**config.mk**
```make
export PLATFORM = sky130hd
export DESIGN_NAME = ova_dvp_tx_flat
export DESIGN_NICKNAME = d
export VERILOG_FILES = /design/src/rtl/ova_dvp_tx_pkg.sv /design/src/rtl/ova_dvp_tx_if.sv /design/src/rtl/ova_dvp_tx_timing.sv /design/src/rtl/ova_dvp_tx.sv /design/src/flat_wrapper.sv
export SDC_FILE = /design/constraint.sdc
export NUM_CORES = 1
export LEC_CHECK = 0
export CAP_MARGIN = 20
export CORE_MARGIN = 2
export CORE_UTILIZATION = 30
export CTS_CLUSTER_DIAMETER = 50
export DETAILED_ROUTE_END_ITERATION = 8
export PLACE_DENSITY = 0.51
export SYNTH_ARGS = -nofsm -noshare
export SYNTH_HDL_FRONTEND = slang
export SYNTH_HIERARCHICAL = 1
export SYNTH_SLANG_ARGS = --single-unit
```
**constraint.sdc**
```tcl
create_clock -name clk -period 2.4 [get_ports clk]
set_clock_uncertainty 0.05 [all_clocks]
set_input_delay 0.48 -clock clk [delete_from_list [all_inputs] [get_ports clk]]
set_output_delay 0.48 -clock clk [all_outputs]
set_load 0.02 [all_outputs]
```
**src/rtl/ova_dvp_tx_pkg.sv**
```systemverilog
// Shared definitions for the OV-style DVP transmitter: frame FSM states,
// default sensor timing and a helper for sizing the line counter.
package ova_dvp_tx_pkg;

    typedef enum logic [2:0] {
        ST_IDLE   = 3'd0,
        ST_VSYNC  = 3'd1,
        ST_VBP    = 3'd2,
        ST_ACTIVE = 3'd3,
        ST_VFP    = 3'd4
    } ova_state_e;

    localparam int unsigned OVA_H_ACTIVE  = 640;
    localparam int unsigned OVA_H_BLANK   = 144;
    localparam int unsigned OVA_V_ACTIVE  = 480;
    localparam int unsigned OVA_VS_LINES  = 3;
    localparam int unsigned OVA_VBP_LINES = 17;
    localparam int unsigned OVA_VFP_LINES = 10;

    function automatic int unsigned max_lines(input int unsigned a, input int unsigned b,
                                              input int unsigned c, input int unsigned d);
        int unsigned m;
        m = a;
        if (b > m) m = b;
        if (c > m) m = c;
        if (d > m) m = d;
        return m;
    endfunction

endpackage

```
**src/rtl/ova_dvp_tx_if.sv**
```systemverilog
// Pixel-stream input and DVP output bundle of the transmitter.
interface ova_dvp_tx_if;
    logic [15:0] pix;
    logic        pix_vld;
    logic        pix_rdy;
    logic        pclk;
    logic [7:0]  data;
    logic        href;
    logic        vsync;

    modport master (output pix, pix_vld, input pix_rdy, pclk, data, href, vsync);
    modport slave  (input pix, pix_vld, output pix_rdy, pclk, data, href, vsync);
endinterface

```
**src/rtl/ova_dvp_tx_timing.sv**
```systemverilog
// Pixel-clock phase, horizontal/line counters and frame FSM. state/hcnt name
// the slot that the next launch will put on the bus.
module ova_dvp_tx_timing
    import ova_dvp_tx_pkg::*;
#(
    parameter int unsigned H_ACTIVE  = OVA_H_ACTIVE,
    parameter int unsigned H_BLANK   = OVA_H_BLANK,
    parameter int unsigned V_ACTIVE  = OVA_V_ACTIVE,
    parameter int unsigned VS_LINES  = OVA_VS_LINES,
    parameter int unsigned VBP_LINES = OVA_VBP_LINES,
    parameter int unsigned VFP_LINES = OVA_VFP_LINES,
    localparam int unsigned LT = 2 * H_ACTIVE + H_BLANK,
    localparam int unsigned HW = $clog2(LT),
    localparam int unsigned LW = $clog2(max_lines(V_ACTIVE, VS_LINES, VBP_LINES, VFP_LINES) + 1)
) (
    input  logic          clk,
    input  logic          rst_n,
    input  logic          en,
    output logic          launch,
    output ova_state_e    state,
    output logic [HW-1:0] hcnt,
    output logic          frame_first
);

    logic          phase_r;
    logic [HW-1:0] hcnt_r, hcnt_s;
    logic [LW-1:0] lcnt_r, lcnt_s, last_s;
    ova_state_e    state_r, state_s, succ_s;

    // Last line index of the current region and the region that follows it
    always_comb begin
        last_s = '0;
        succ_s = ST_IDLE;
        case (state_r)
            ST_VSYNC:  begin last_s = LW'(VS_LINES - 1);  succ_s = ST_VBP;    end
            ST_VBP:    begin last_s = LW'(VBP_LINES - 1); succ_s = ST_ACTIVE; end
            ST_ACTIVE: begin last_s = LW'(V_ACTIVE - 1);  succ_s = ST_VFP;    end
            ST_VFP:    begin last_s = LW'(VFP_LINES - 1); succ_s = en ? ST_VSYNC : ST_IDLE; end
            default:   begin last_s = '0;                 succ_s = ST_IDLE;   end
        endcase
    end

    // Next slot; only advances on a launch clk
    always_comb begin
        state_s = state_r;
        hcnt_s  = hcnt_r;
        lcnt_s  = lcnt_r;
        if (phase_r) begin
            case (state_r)
                ST_IDLE: begin
                    hcnt_s  = '0;
                    lcnt_s  = '0;
                    state_s = en ? ST_VSYNC : ST_IDLE;
                end
                ST_VSYNC, ST_VBP, ST_ACTIVE, ST_VFP: begin
                    if (hcnt_r == HW'(LT - 1)) begin
                        hcnt_s = '0;
                        if (lcnt_r == last_s) begin
                            lcnt_s  = '0;
                            state_s = succ_s;
                        end else begin
                            lcnt_s = lcnt_r + LW'(1);
                        end
                    end else begin
                        hcnt_s = hcnt_r + HW'(1);
                    end
                end
                default: begin
                    state_s = ST_IDLE;
                    hcnt_s  = '0;
                    lcnt_s  = '0;
                end
            endcase
        end else begin
            state_s = state_r;
        end
    end

    // Phase toggle and slot registers
    always_ff @(posedge clk) begin
        if (!rst_n) begin
            phase_r <= 1'b0;
            hcnt_r  <= '0;
            lcnt_r  <= '0;
            state_r <= ST_IDLE;
        end else begin
            phase_r <= ~phase_r;
            hcnt_r  <= hcnt_s;
            lcnt_r  <= lcnt_s;
            state_r <= state_s;
        end
    end

    assign launch      = phase_r;
    assign state       = state_r;
    assign hcnt        = hcnt_r;
    assign frame_first = (state_r == ST_VSYNC) && (hcnt_r == '0) && (lcnt_r == '0);

endmodule

```
**src/rtl/ova_dvp_tx.sv**
```systemverilog
// DVP camera-port emulator: turns an RGB565 pixel stream into pclk/href/vsync
// plus 8-bit data, high byte first, all outputs registered.
module ova_dvp_tx
    import ova_dvp_tx_pkg::*;
#(
    parameter int unsigned H_ACTIVE  = OVA_H_ACTIVE,
    parameter int unsigned H_BLANK   = OVA_H_BLANK,
    parameter int unsigned V_ACTIVE  = OVA_V_ACTIVE,
    parameter int unsigned VS_LINES  = OVA_VS_LINES,
    parameter int unsigned VBP_LINES = OVA_VBP_LINES,
    parameter int unsigned VFP_LINES = OVA_VFP_LINES
) (
    input  logic          clk,
    input  logic          rst_n,
    input  logic          en,
    output logic          frame_start,
    output logic          underrun,
    ova_dvp_tx_if.slave   bus
);

    localparam int unsigned HW = $clog2(2 * H_ACTIVE + H_BLANK);

    logic          launch_s, frame_first_s, active_s, hi_s;
    ova_state_e    state_s;
    logic [HW-1:0] hcnt_s;
    logic [7:0]    data_r, lo_r;
    logic          href_r, vsync_r, rdy_r, frame_start_r, underrun_r;

    ova_dvp_tx_timing #(
        .H_ACTIVE (H_ACTIVE),  .H_BLANK  (H_BLANK),
        .V_ACTIVE (V_ACTIVE),  .VS_LINES (VS_LINES),
        .VBP_LINES(VBP_LINES), .VFP_LINES(VFP_LINES)
    ) u_timing (
        .clk        (clk),
        .rst_n      (rst_n),
        .en         (en),
        .launch     (launch_s),
        .state      (state_s),
        .hcnt       (hcnt_s),
        .frame_first(frame_first_s)
    );

    assign active_s = (state_s == ST_ACTIVE) && (hcnt_s < HW'(2 * H_ACTIVE));
    assign hi_s     = active_s && !hcnt_s[0];

    // Byte mux, low-byte latch, ready and sticky underrun; rdy is raised the clk
    // before a high-byte launch so it is high exactly on that launch clk
    always_ff @(posedge clk) begin
        if (!rst_n) begin
            data_r        <= 8'h00;
            lo_r          <= 8'h00;
            href_r        <= 1'b0;
            vsync_r       <= 1'b0;
            rdy_r         <= 1'b0;
            frame_start_r <= 1'b0;
            underrun_r    <= 1'b0;
        end else if (launch_s) begin
            vsync_r       <= (state_s == ST_VSYNC);
            href_r        <= active_s;
            frame_start_r <= frame_first_s;
            rdy_r         <= 1'b0;
            underrun_r    <= (hi_s && !bus.pix_vld) || (underrun_r && !frame_first_s);
            if (hi_s) begin
                data_r <= bus.pix_vld ? bus.pix[15:8] : 8'h00;
                lo_r   <= bus.pix_vld ? bus.pix[7:0]  : 8'h00;
            end else if (active_s) begin
                data_r <= lo_r;
            end else begin
                data_r <= 8'h00;
            end
        end else begin
            rdy_r         <= hi_s;
            frame_start_r <= 1'b0;
        end
    end

    assign bus.pclk    = launch_s;
    assign bus.data    = data_r;
    assign bus.href    = href_r;
    assign bus.vsync   = vsync_r;
    assign bus.pix_rdy = rdy_r;
    assign frame_start = frame_start_r;
    assign underrun    = underrun_r;

endmodule
```
**src/flat_wrapper.sv**
```systemverilog
// flat-port wrapper written by rule: the top's interface ports become plain ports
module ova_dvp_tx_flat import ova_dvp_tx_pkg::*;
#(
    parameter int unsigned H_ACTIVE  = OVA_H_ACTIVE,
    parameter int unsigned H_BLANK   = OVA_H_BLANK,
    parameter int unsigned V_ACTIVE  = OVA_V_ACTIVE,
    parameter int unsigned VS_LINES  = OVA_VS_LINES,
    parameter int unsigned VBP_LINES = OVA_VBP_LINES,
    parameter int unsigned VFP_LINES = OVA_VFP_LINES
)
  (clk, rst_n, en, frame_start, underrun, bus_pix, bus_pix_vld, bus_pix_rdy, bus_pclk, bus_data, bus_href, bus_vsync);
  ova_dvp_tx_if bus_i ();
  input  logic clk;
  input  logic rst_n;
  input  logic en;
  output logic frame_start;
  output logic underrun;
  input wire logic [$bits(bus_i.pix)-1:0] bus_pix;
  input wire logic [$bits(bus_i.pix_vld)-1:0] bus_pix_vld;
  output wire logic [$bits(bus_i.pix_rdy)-1:0] bus_pix_rdy;
  output wire logic [$bits(bus_i.pclk)-1:0] bus_pclk;
  output wire logic [$bits(bus_i.data)-1:0] bus_data;
  output wire logic [$bits(bus_i.href)-1:0] bus_href;
  output wire logic [$bits(bus_i.vsync)-1:0] bus_vsync;
  assign bus_i.pix = bus_pix;
  assign bus_i.pix_vld = bus_pix_vld;
  assign bus_pix_rdy = bus_i.pix_rdy;
  assign bus_pclk = bus_i.pclk;
  assign bus_data = bus_i.data;
  assign bus_href = bus_i.href;
  assign bus_vsync = bus_i.vsync;
  ova_dvp_tx #(.H_ACTIVE(H_ACTIVE), .H_BLANK(H_BLANK), .V_ACTIVE(V_ACTIVE), .VS_LINES(VS_LINES), .VBP_LINES(VBP_LINES), .VFP_LINES(VFP_LINES)) u_core (.clk(clk), .rst_n(rst_n), .en(en), .frame_start(frame_start), .underrun(underrun), .bus(bus_i));
endmodule
```
==> metrics.md, run 1 <==
| Metric | Value |
|---|---|
| Number of diodes added for antenna fixing | 0 |
| Synth top area cells | dfxtp_1 (38%), nand2_1 (4.9%), xor2_1 (4.8%) |
| Critical R2R Capture | u_core/u_timing/state[0]$_SDFFE_PN0P_ |
| Iteration count of the initial detailed-routing pass | 4 |
| Global-route met3 utilization | 0.0252 |
| Post-Route WL | 5510 µm |
| Worst supply voltage drop on vdd | 0.000215 V |
| Power density over the cells | 488 nW/µm² |
| Static leakage | 1.12 nW |
| Clock latency at the later pin of the worst-skew pair | 0.30 ns |
| Worst hold path startpoint | u_core/lo_r[0]$_SDFFE_PN0P_ |
| Root buf cell | clkbuf_8 |
| Count of distinct cell types in the synthesized netlist | 49 |
| Data arrival time of the worst path | 2.43 ns |
| Setup TNS | 0 ns |
| Worst Max-Slew Pin Slew | 0.577 ns |
| Vias after detailed routing | 1969 |
| Cell depth of the worst min-delay path | 2 |
| Post-synth EDFFs | 0 |
| Startpoint type of the worst setup path | register |
| # fillers | 791 |
| Crit path capture type | register |
| Met2 global-route usage | 0.227 |
| Total congestion overflow after global routing | 0 |
| Overall routing resource usage | 0.136 |
| Pins Over Slew Limit | 0 |
| Starting utilization of the core area | 0.308 |
| Number of nets in the final layout | 322 |
| Overall Power | 1.42 mW |
| R2R depth | 5 |
| Largest area contributor in the netlist | dfxtp_1 |
| Unrepaired setup endpoints after global routing | false |
| Number of failing setup endpoints in the final timing report | 0 |
| Critical path class | reg -> reg |
| Number of post-CTS setup repair buffers | 0 |
| Critical R2R Launch | u_core/u_timing/lcnt_r[2]$_SDFFE_PN0P_ |
| Last weighted congestion value of the routability-driven placer | 0.782 |
| Area of the die | 8570 µm² |
| Post-CTS clock slew at the launch and capture registers of the worst setup and hold paths | 0.09 ns |
| Average cell area after synthesis | 8.94 µm² |
| Worst slew margin relative to its limit | 0.613 |
| Fraction of final layout cells sized beyond drive strength 1 | 0.0970 |
| TritonCTS Buffers | 5 |
| CP max FO | 8 |
| Syn Nets | 287 |
| Vias per std cell | 4.91 |
| Largest net degree at the start of global routing | 20 |
| Final worst hold slack | 0.415 ns |
| Via count of the first global-routing pass | 1921 |
| Quantity of gates resized following cts | 0 |
| Most frequent cells after synthesis | dfxtp_1 (45), nand2_1 (31), nor2_1 (15) |
| Worst path required time | 2.58 ns |
| Hold WC Path Type | reg -> reg |
| Overall die height | 92.6 µm |
| Area inside the core boundary | 7650 µm² |
| Post-DP HPWL | 4020 µm |
| Number of violations of the max-capacitance limit | 0 |
| Netlist Area Pre-Place | 2350 µm² |
| Slack of the worst reg-to-reg path | 0.15 ns |
| Number of warnings reported in the yosys synthesis log | 6 |
| Count leader, synth | dfxtp_1 |
| Most used routing layer in global routing | met2 |
| Status | finished clean |
| H-tree levels | 2 |
| Final standard cell utilization of the core | 0.381 |
| WL/cell | 13.7 µm |
| DIE WIDTH | 92.6 µm |
| Number of top-level design ports | 34 |
| Cts-stage hold buffer count | 0 |
| CTS sink count | 45 |
| Asr flop ratio synth | 0 |
| Worst Hold Endpoint | u_core/lo_r[0]$_SDFFE_PN0P_ |
| Sequential area share after synthesis | 0.383 |
| Final Critical Period | 2.25 ns |
| Clock tree from TritonCTS | yes |
| Violation count after the first detailed-route iteration | 77 |
| Global-route wire length before repair | 9320 µm |
| Final Cell Area | 2910 µm² |
| Cell count after synthesis | 263 |
| Area growth from synthesis to layout | 23.7% |
| Drt drc | 0 |
| Fin crit share | 0.938 |
| Fraction of synthesized cell area taken by the top area cell type | 0.383 |
| DP Area | 2820 µm² |
| Remaining antenna violation count | 0 |
| Number of core rows | 32 |
| Most used DFF post-synth | dfxtp_1 |
| Count of buffers from port buffering | 33 |
| Endpoints failing hold | 0 |
| Met1 capacity usage during global routing | 0.176 |
| Maximum number of buffers from clock root to sink | 2 |
| Initial antenna violation count | 0 |
| Flop and latch count out of synthesis | 45 |
| Maximum frequency from static timing analysis | 444 MHz |
layout make-up:
type	instances	area, µm²	area share
tap	102	128	0.0439
sequential	45	901	0.310
multi-input combinational	194	1340	0.461
timing repair buffer	47	435	0.150
clock inverter	3	17.5	0.00602
clock buffer	5	68.8	0.0236
inverter	5	18.8	0.00645
per-layer routing:
metal / routed length [µm] / share of wire
met1: 2760 / 0.50
met2: 2520 / 0.46
met5: 0 / 0
met4: 59 / 0.011
met3: 174 / 0.032
stage by stage:
step | std cells | worst slack (ns)
5_1_grt | 401 | 0.0587
4_1_cts | 401 | 0.139
2_1_floorplan | 263 | 0.223
3_5_place_dp | 393 | 0.158
3_3_place_gp | 393 | 0.197
6_report | 401 | 0.148
report_power, final:
part           leakage, nW  internal [mW]  total [mW]  switching [mW]
clock               0.0439          0.201       0.466           0.265
combinational        0.709         0.0900       0.193           0.103
sequential           0.363          0.753       0.761         0.00791
cell families (layout without fill, tap and decap cells):
logic type,count (synthesis),in the layout,synth area share
DFF,45,45,0.383
adders and majority gates,4,4,0.0213
AOI/OAI and AO/OA,46,46,0.163
muxes,12,12,0.0516
and+or+nand+nor,111,111,0.256
buffers and inverters,24,60,0.0468
xor gates and xnor gates,21,21,0.0782
worst max-delay path by stage:
stage / from / to / slack (ns) / cells after the start
finish: u_core/u_timing/lcnt_r[2]$_SDFFE_PN0P_ / u_core/u_timing/state[0]$_SDFFE_PN0P_ / 0.15 / 5
global route: u_core/u_timing/lcnt_r[2]$_SDFFE_PN0P_ / u_core/u_timing/state[2]$_SDFFE_PN0P_ / 0.06 / 5
CTS: u_core/u_timing/lcnt_r[2]$_SDFFE_PN0P_ / u_core/u_timing/state[0]$_SDFFE_PN0P_ / 0.14 / 5
detailed placement: u_core/u_timing/lcnt_r[2]$_SDFFE_PN0P_ / u_core/u_timing/state[0]$_SDFFE_PN0P_ / 0.16 / 5
global placement: u_core/u_timing/lcnt_r[2]$_SDFFE_PN0P_ / u_core/u_timing/state[2]$_SDFFE_PN0P_ / 0.20 / 5
floorplan: u_core/u_timing/lcnt_r[2]$_SDFFE_PN0P_ / u_core/u_timing/state[0]$_SDFFE_PN0P_ / 0.22 / 6
cell usage in the layout, fill, tap and decap left out, types with 5 or more instances in the layout:
cell type,netlist,layout
a21oi_1,8,8
a22o_1,7,7
a32o_1,8,8
and2_1,6,6
and2b_1,5,5
and3_1,6,6
buf_4,0,14
clkbuf_8,0,5
clkdlybuf4s50_1,0,33
dfxtp_1,45,45
inv_1,5,5
mux2i_1,11,11
nand2_1,31,31
nand3_1,9,9
nand4_1,7,7
nor2_1,15,15
nor2b_1,9,9
o2111ai_1,5,5
xnor2_1,8,8
xor2_1,13,13
state kept, by name, indices dropped and copies added, names as in the netlist:
signal and flops:
u_core/u_timing/hcnt 11, u_core/u_timing/lcnt_r 9, u_core/bus.data 8, u_core/lo_r 8, u_core/u_timing/state 3, u_core/bus.href 1, u_core/bus.pix_rdy 1, u_core/bus.vsync 1
u_core/frame_start 1, u_core/u_timing/launch 1, u_core/underrun 1
critical path, stage by stage (launching register included):
cell	delay, ns
dfxtp_1	0.39
or4_4	0.57
mux2_2	0.28
a311o_4	0.42
o31ai_4	0.27
mux2i_1	0.21
Power figures use the tool's default switching activity.
==> run 2: changes to the inputs <==
--- a/config.mk
+++ b/config.mk
@@ -10,6 +10,7 @@
 export CORE_UTILIZATION = 30
 export CTS_CLUSTER_DIAMETER = 50
 export DETAILED_ROUTE_END_ITERATION = 8
+export GPL_TIMING_DRIVEN = 0
 export PLACE_DENSITY = 0.51
 export SYNTH_ARGS = -nofsm -noshare
 export SYNTH_HDL_FRONTEND = slang
==> run 2 against run 1 <==
Compared with the run above: power rose by 15%; sequential power rose by 0.5%; via count rose by 2.5%; critical path depth rose by 1; hold slack improved by 0.0031 ns.
==> metrics.md, run 2 (synthesis gave the netlist of run 1 again) <==
| Metric | Value |
|---|---|
| Status | finished clean (unchanged) |
| DP Area | 2810 µm² (was 2820 µm²) |
| Sequential share of power | 0.469 (was 0.536) |
| Cts-stage hold buffer count | 0 (unchanged) |
| R2R depth | 6 (was 5) |
| Violation count after the first detailed-route iteration | 69 (was 77) |
| TritonCTS Buffers | 5 (unchanged) |
| Via count of the first global-routing pass | 1938 (was 1921) |
| Post-Route WL | 5560 µm (was 5510 µm) |
| Last weighted congestion value of the routability-driven placer | 0.812 (was 0.782) |
| Initial antenna violation count | 0 (unchanged) |
| Power density over the cells | 550 nW/µm² (was 488 nW/µm²) |
| Hold WC Path Type | reg -> reg (unchanged) |
| Clock group share of total power | 0.417 (was 0.328) |
| Final Critical Period | 2.27 ns (was 2.25 ns) |
| Area inside the core boundary | 7650 µm² (unchanged) |
| Fin crit share | 0.944 (was 0.938) |
| Root buf cell | clkbuf_8 (unchanged) |
| Post-CTS clock slew at the launch and capture registers of the worst setup and hold paths | 0.09 ns (about the same) |
| Cell depth of the worst min-delay path | 2 (unchanged) |
| DIE WIDTH | 92.6 µm (unchanged) |
| Post-DP HPWL | 4010 µm (was 4020 µm) |
| Switching pwr | 381 µW (was 376 µW) |
| Endpoints failing hold | 0 (unchanged) |
| Number of core rows | 32 (unchanged) |
| Clock tree from TritonCTS | yes (unchanged) |
| CTS sink count | 45 (unchanged) |
| Iteration count of the initial detailed-routing pass | 4 (unchanged) |
| CP cell instances | clkbuf_2 -> and3b_1 -> or4_1 -> a311o_4 -> o211ai_4 -> a21oi_1 (was or4_4 -> mux2_2 -> a311o_4 -> o31ai_4 -> mux2i_1) |
| WL/cell | 13.6 µm (was 13.7 µm) |
| Unrepaired setup endpoints after global routing | false (unchanged) |
| Number of failing setup endpoints in the final timing report | 0 (unchanged) |
| CP max FO | 8 (unchanged) |
| Number of nets in the final layout | 328 (was 322) |
| Drt drc | 0 (unchanged) |
| # placed instances | 398 (was 393) |
| Worst path required time | 2.53 ns (was 2.58 ns) |
| Number of standard cells in the layout, taps in and fillers out | 407 (was 401) |
| Data arrival time of the worst path | 2.40 ns (was 2.43 ns) |
| Area growth from synthesis to layout | 26.2% (was 23.7%) |
| H-tree levels | 2 (unchanged) |
| Crit path capture type | register (unchanged) |
| Worst Max-Slew Pin Slew | 0.505 ns (was 0.577 ns) |
| Startpoint type of the worst setup path | register (unchanged) |
| Maximum number of buffers from clock root to sink | 2 (unchanged) |
| Number of top-level design ports | 34 (unchanged) |
| Post-route setup slack | 0.134 ns (was 0.148 ns) |
| Flip-flop count of the largest register, all copies and words added | 11 (unchanged) |
| Proportion of power drawn by combinational gates | 0.114 (was 0.136) |
| Vias after detailed routing | 2018 (was 1969) |
| Critical path class | reg -> reg (unchanged) |
| Overall routing resource usage | 0.137 (was 0.136) |
| Count of buffers from port buffering | 33 (unchanged) |
| Commonest cells after routing, fill and taps aside | dfxtp_1 (45), clkdlybuf4s50_1 (33), nand2_1 (30), nor2_1 (15), xor2_1 (12) (was dfxtp_1 (45), clkdlybuf4s50_1 (33), nand2_1 (31), nor2_1 (15), buf_4 (14)) |
| Maximum frequency from static timing analysis | 441 MHz (was 444 MHz) |
| Static leakage | 1.13 nW (was 1.12 nW) |
| Global-route wire length before repair | 9400 µm (was 9320 µm) |
| Final standard cell utilization of the core | 0.388 (was 0.381) |
| Total congestion overflow after global routing | 0 (unchanged) |
| Setup TNS | 0 ns (unchanged) |
| Vias per std cell | 4.96 (was 4.91) |
| Overall die height | 92.6 µm (unchanged) |
| Largest net degree at the start of global routing | 15 (was 20) |
| Clock latency at the later pin of the worst-skew pair | 0.30 ns (about the same) |
| Area of the die | 8570 µm² (unchanged) |
| Final Cell Area | 2970 µm² (was 2910 µm²) |
| Worst slack at placement | -0.300 ns (was 0.158 ns) |
| Worst slew margin relative to its limit | 0.663 (was 0.613) |
| Starting utilization of the core area | 0.308 (unchanged) |
| Most common cell after layout, fill and taps aside | dfxtp_1 (unchanged) |
| Fraction of final layout cells sized beyond drive strength 1 | 0.0885 (was 0.0970) |
| P_int | 1.25 mW (was 1.04 mW) |
| Number of violations of the max-capacitance limit | 0 (unchanged) |
| Switching power as a share of total power | 0.234 (was 0.265) |
| Remaining antenna violation count | 0 (unchanged) |
| Pins Over Slew Limit | 0 (unchanged) |
| Number of diodes added for antenna fixing | 0 (unchanged) |
| Worst path slowest cell | or4_1 (was or4_4) |
| Max stage delay on crit path | 0.49 ns (was 0.57 ns) |
| Worst supply voltage drop on vdd | 0.000329 V (was 0.000215 V) |
run 2: per-stage QoR:
step	power, mW	hold WS (ns)
after floorplan	0.892	0.388
after global placement	0.964	0.401
after detailed placement	0.964	0.405
after CTS	1.65	0.419
after global routing	1.71	0.440
final	1.63	0.418
run 2: worst paths after layout:
path	startpoint	end	slack, ns
max reg2reg	u_core/u_timing/state[1]$_SDFFE_PN0P_	u_core/u_timing/lcnt_r[7]$_SDFFE_PN0P_	0.13
min	u_core/underrun$_SDFFE_PN0P_	u_core/underrun$_SDFFE_PN0P_	0.42
max	u_core/u_timing/state[1]$_SDFFE_PN0P_	u_core/u_timing/lcnt_r[7]$_SDFFE_PN0P_	0.13
min reg2reg	u_core/underrun$_SDFFE_PN0P_	u_core/underrun$_SDFFE_PN0P_	0.42
run 2: power groups by stage:
stage	Clock, mW	Sequential, mW	Combinational (mW)
after floorplan	0	0.782	0.110
after detailed placement	0	0.783	0.181
after CTS	0.697	0.766	0.187
final	0.680	0.765	0.186
after global routing	0.734	0.768	0.204
after global placement	0	0.783	0.181
run 2: layer usage:
metal / GRT usage / share of wire / wire length (µm) / up-vias
met4: 0.0373 / 0.010 / 57 / 0
met1: 0.172 / 0.45 / 2510 / 955
li1: - / - / - / 1016
met5: 0 / 0 / 0 / -
met2: 0.237 / 0.49 / 2730 / 41
met3: 0.0293 / 0.046 / 256 / 6
run 2: area by class of cell:
cell class	count	area [µm²]
fill	796	4680
multi-input combinational	194	1360
sequential	45	901
timing repair buffer	34	338
tap	102	128
buffer	19	93.8
clock buffer	5	68.8
clock inverter	3	65.1
inverter	5	18.8
run 2: timing repair:
action,4_1_cts,5_1_grt
setup endpoints to repair,21,21
cloned,0,0
pin swaps,0,2
resized for setup,2,5
buffers inserted,1,0
run 2: critical path, delay by kind of cell, from the launching register on:
kind	cells	cell delay, ns
AO/OA/AOI/OAI	3	0.84
AND/OR/NAND/NOR	2	0.72
flip-flops	1	0.35
buffers and inverters	1	0.18
==> run 3: changes to the inputs <==
==> constraint.sdc (replaced) <==
create_clock -name clk -period 2.4 [get_ports clk]
set_clock_uncertainty 0.05 [all_clocks]
set_input_delay 0.48 -clock clk [delete_from_list [all_inputs] [get_ports clk]]
set_output_delay 0.48 -clock clk [all_outputs]
set_load 0.1 [all_outputs]
==> run 3 against run 2 <==
Compared with the run above: sequential cell count unchanged; global-route usage unchanged; clock-buffer cell count unchanged; setup slack got worse by 0.069 ns; power increased by 0.76%; largest power group unchanged; utilization about the same.
==> metrics.md, run 3 (synthesis gave the netlist of run 1 again) <==
| Metric | Value |
|---|---|
| Iteration count of the initial detailed-routing pass | 4 (unchanged) |
| Commonest cells after routing, fill and taps aside | dfxtp_1 (45), clkdlybuf4s50_1 (32), nand2_1 (30), nor2_1 (15), xor2_1 (12) (was dfxtp_1 (45), clkdlybuf4s50_1 (33), nand2_1 (30), nor2_1 (15), xor2_1 (12)) |
| Violation count after the first detailed-route iteration | 69 (unchanged) |
| Vias after detailed routing | 2018 (unchanged) |
| Hold WC Path Type | reg -> reg (unchanged) |
| Power density over the cells | 554 nW/µm² (was 550 nW/µm²) |
| Number of core rows | 32 (unchanged) |
| Remaining antenna violation count | 0 (unchanged) |
| Worst slew margin relative to its limit | 0.347 (was 0.663) |
| # placed instances | 398 (unchanged) |
| Maximum number of buffers from clock root to sink | 2 (unchanged) |
| Largest delay share family, worst path | buffers and inverters (was compound AO/OA/AOI/OAI gates) |
| Worst path required time | 1.87 ns (was 2.53 ns) |
| Fin crit share | 0.973 (was 0.944) |
| WL/cell | 13.6 µm (unchanged) |
| Global-route wire length before repair | 9400 µm (unchanged) |
| Number of failing setup endpoints in the final timing report | 0 (unchanged) |
| Max stage delay on crit path | 1.15 ns (was 0.49 ns) |
| Static leakage | 1.13 nW (about the same) |
| Total congestion overflow after global routing | 0 (unchanged) |
| Final Cell Area | 2970 µm² (about the same) |
| Root buf cell | clkbuf_8 (unchanged) |
| Final Critical Period | 2.34 ns (was 2.27 ns) |
| Clock tree from TritonCTS | yes (unchanged) |
| Most common cell after layout, fill and taps aside | dfxtp_1 (unchanged) |
| Pins Over Slew Limit | 0 (unchanged) |
| Area growth from synthesis to layout | 26.1% (was 26.2%) |
| DP Area | 2810 µm² (unchanged) |
| Number of standard cells in the layout, taps in and fillers out | 407 (unchanged) |
| Status | finished clean (unchanged) |
| TritonCTS Buffers | 5 (unchanged) |
| Count of buffers from port buffering | 33 (unchanged) |
| Unrepaired setup endpoints after global routing | false (unchanged) |
| Clock latency at the later pin of the worst-skew pair | 0.30 ns (about the same) |
| Crit path capture type | primary output (was register) |
| Flip-flop count of the largest register, all copies and words added | 11 (unchanged) |
| Overall routing resource usage | 0.137 (unchanged) |
| Cts-stage hold buffer count | 0 (unchanged) |
| Largest net degree at the start of global routing | 15 (unchanged) |
| DIE WIDTH | 92.6 µm (unchanged) |
| Initial antenna violation count | 0 (unchanged) |
| Buf+Inv Stages, Crit Path | 1 (unchanged) |
| Startpoint type of the worst setup path | register (unchanged) |
| Number of top-level design ports | 34 (unchanged) |
| Vias per std cell | 4.96 (unchanged) |
| CP max FO | 2 (was 8) |
| Number of diodes added for antenna fixing | 0 (unchanged) |
| Post-DP HPWL | 4010 µm (unchanged) |
| Area of the die | 8570 µm² (unchanged) |
| Via count of the first global-routing pass | 1938 (unchanged) |
| Fraction of final layout cells sized beyond drive strength 1 | 0.0885 (unchanged) |
| CTS sink count | 45 (unchanged) |
| Drt drc | 0 (unchanged) |
| Last weighted congestion value of the routability-driven placer | 0.812 (unchanged) |
| Critical path class | reg -> out (was reg -> reg) |
| Worst path slowest cell | clkdlybuf4s50_1 (was or4_1) |
| Worst supply voltage drop on vdd | 0.000329 V (about the same) |
| Overall die height | 92.6 µm (unchanged) |
| Area inside the core boundary | 7650 µm² (unchanged) |
| Post-Route WL | 5560 µm (unchanged) |
| Post-CTS clock slew at the launch and capture registers of the worst setup and hold paths | 0.09 ns (about the same) |
| H-tree levels | 2 (unchanged) |
| Worst Max-Slew Pin Slew | 0.977 ns (was 0.505 ns) |
| CP cell instances | clkdlybuf4s50_1 (was clkbuf_2 -> and3b_1 -> or4_1 -> a311o_4 -> o211ai_4 -> a21oi_1) |
| Data arrival time of the worst path | 1.81 ns (was 2.40 ns) |
| Maximum frequency from static timing analysis | 428 MHz (was 441 MHz) |
| Endpoints failing hold | 0 (unchanged) |
| Number of nets in the final layout | 328 (unchanged) |
| Number of violations of the max-capacitance limit | 0 (unchanged) |
| Starting utilization of the core area | 0.308 (unchanged) |
## run 3: changes by cell type in the layout (fill, tap and decap cells not counted)
cell / delta
clkdlybuf4s50_1: -1
dlygate4sd2_1: +1
## run 3: report_power, final
group	total (mW)	internal (mW)	switching, mW
Clock	0.680	0.414	0.266
Combinational	0.199	0.0824	0.116
Sequential	0.765	0.753	0.0118
Total	1.64	1.25	0.394
## run 3: metrics by stage
stage / hold WS [ns] / utilization / setup WS, ns / setup TNS, ns / power (mW)
5_1_grt: 0.440 / 0.388 / 0.0154 / 0 / 1.72
6_report: 0.418 / 0.388 / 0.0649 / 0 / 1.64
4_1_cts: 0.419 / 0.387 / 0.0158 / 0 / 1.66
3_3_place_gp: 0.401 / 0.367 / -0.281 / -3.23 / 0.977
2_1_floorplan: 0.388 / - / 0.150 / 0 / 0.905
3_5_place_dp: 0.405 / 0.367 / -0.300 / -3.43 / 0.978
## run 3: per-layer routing
layer / track usage / share of wire / up-vias
met2: 0.237 / 0.49 / 41
met1: 0.172 / 0.45 / 955
met4: 0.0373 / 0.010 / 0
met5: 0 / 0 / -
li1: - / - / 1016
met3: 0.0293 / 0.046 / 6
## run 3: worst paths after layout
kind,from,to,slack (ns),cells after the start
max,u_core/bus.data[0]$_SDFFE_PN0P_,bus_data[0],0.06,1
min,u_core/underrun$_SDFFE_PN0P_,u_core/underrun$_SDFFE_PN0P_,0.42,2
max reg2reg,u_core/u_timing/state[1]$_SDFFE_PN0P_,u_core/u_timing/lcnt_r[7]$_SDFFE_PN0P_,0.13,6
min reg2reg,u_core/underrun$_SDFFE_PN0P_,u_core/underrun$_SDFFE_PN0P_,0.42,2
## run 3: cell type report
| cell class | count | area, µm² |
|---|---|---|
| clock inverters | 3 | 65.1 |
| fillers | 797 | 4680 |
| repair buffers | 34 | 337 |
| flip-flops and latches | 45 | 901 |
| plain buffers | 19 | 93.8 |
| inverters | 5 | 18.8 |
| well taps | 102 | 128 |
| multi-input cells | 194 | 1360 |
| clock buffers | 5 | 68.8 |
## run 3: timing repair
item	in CTS	in global routing
endpoints found under the setup margin	22	21
resized for setup	3	5
setup buffers	1	0
pin swaps	0	2
## run 3: tightest hold or removal path, stage by stage (launching register included)
cell and delay, ns:
dfxtp_1 0.32, nand3_1 0.06, o21ai_1 0.05
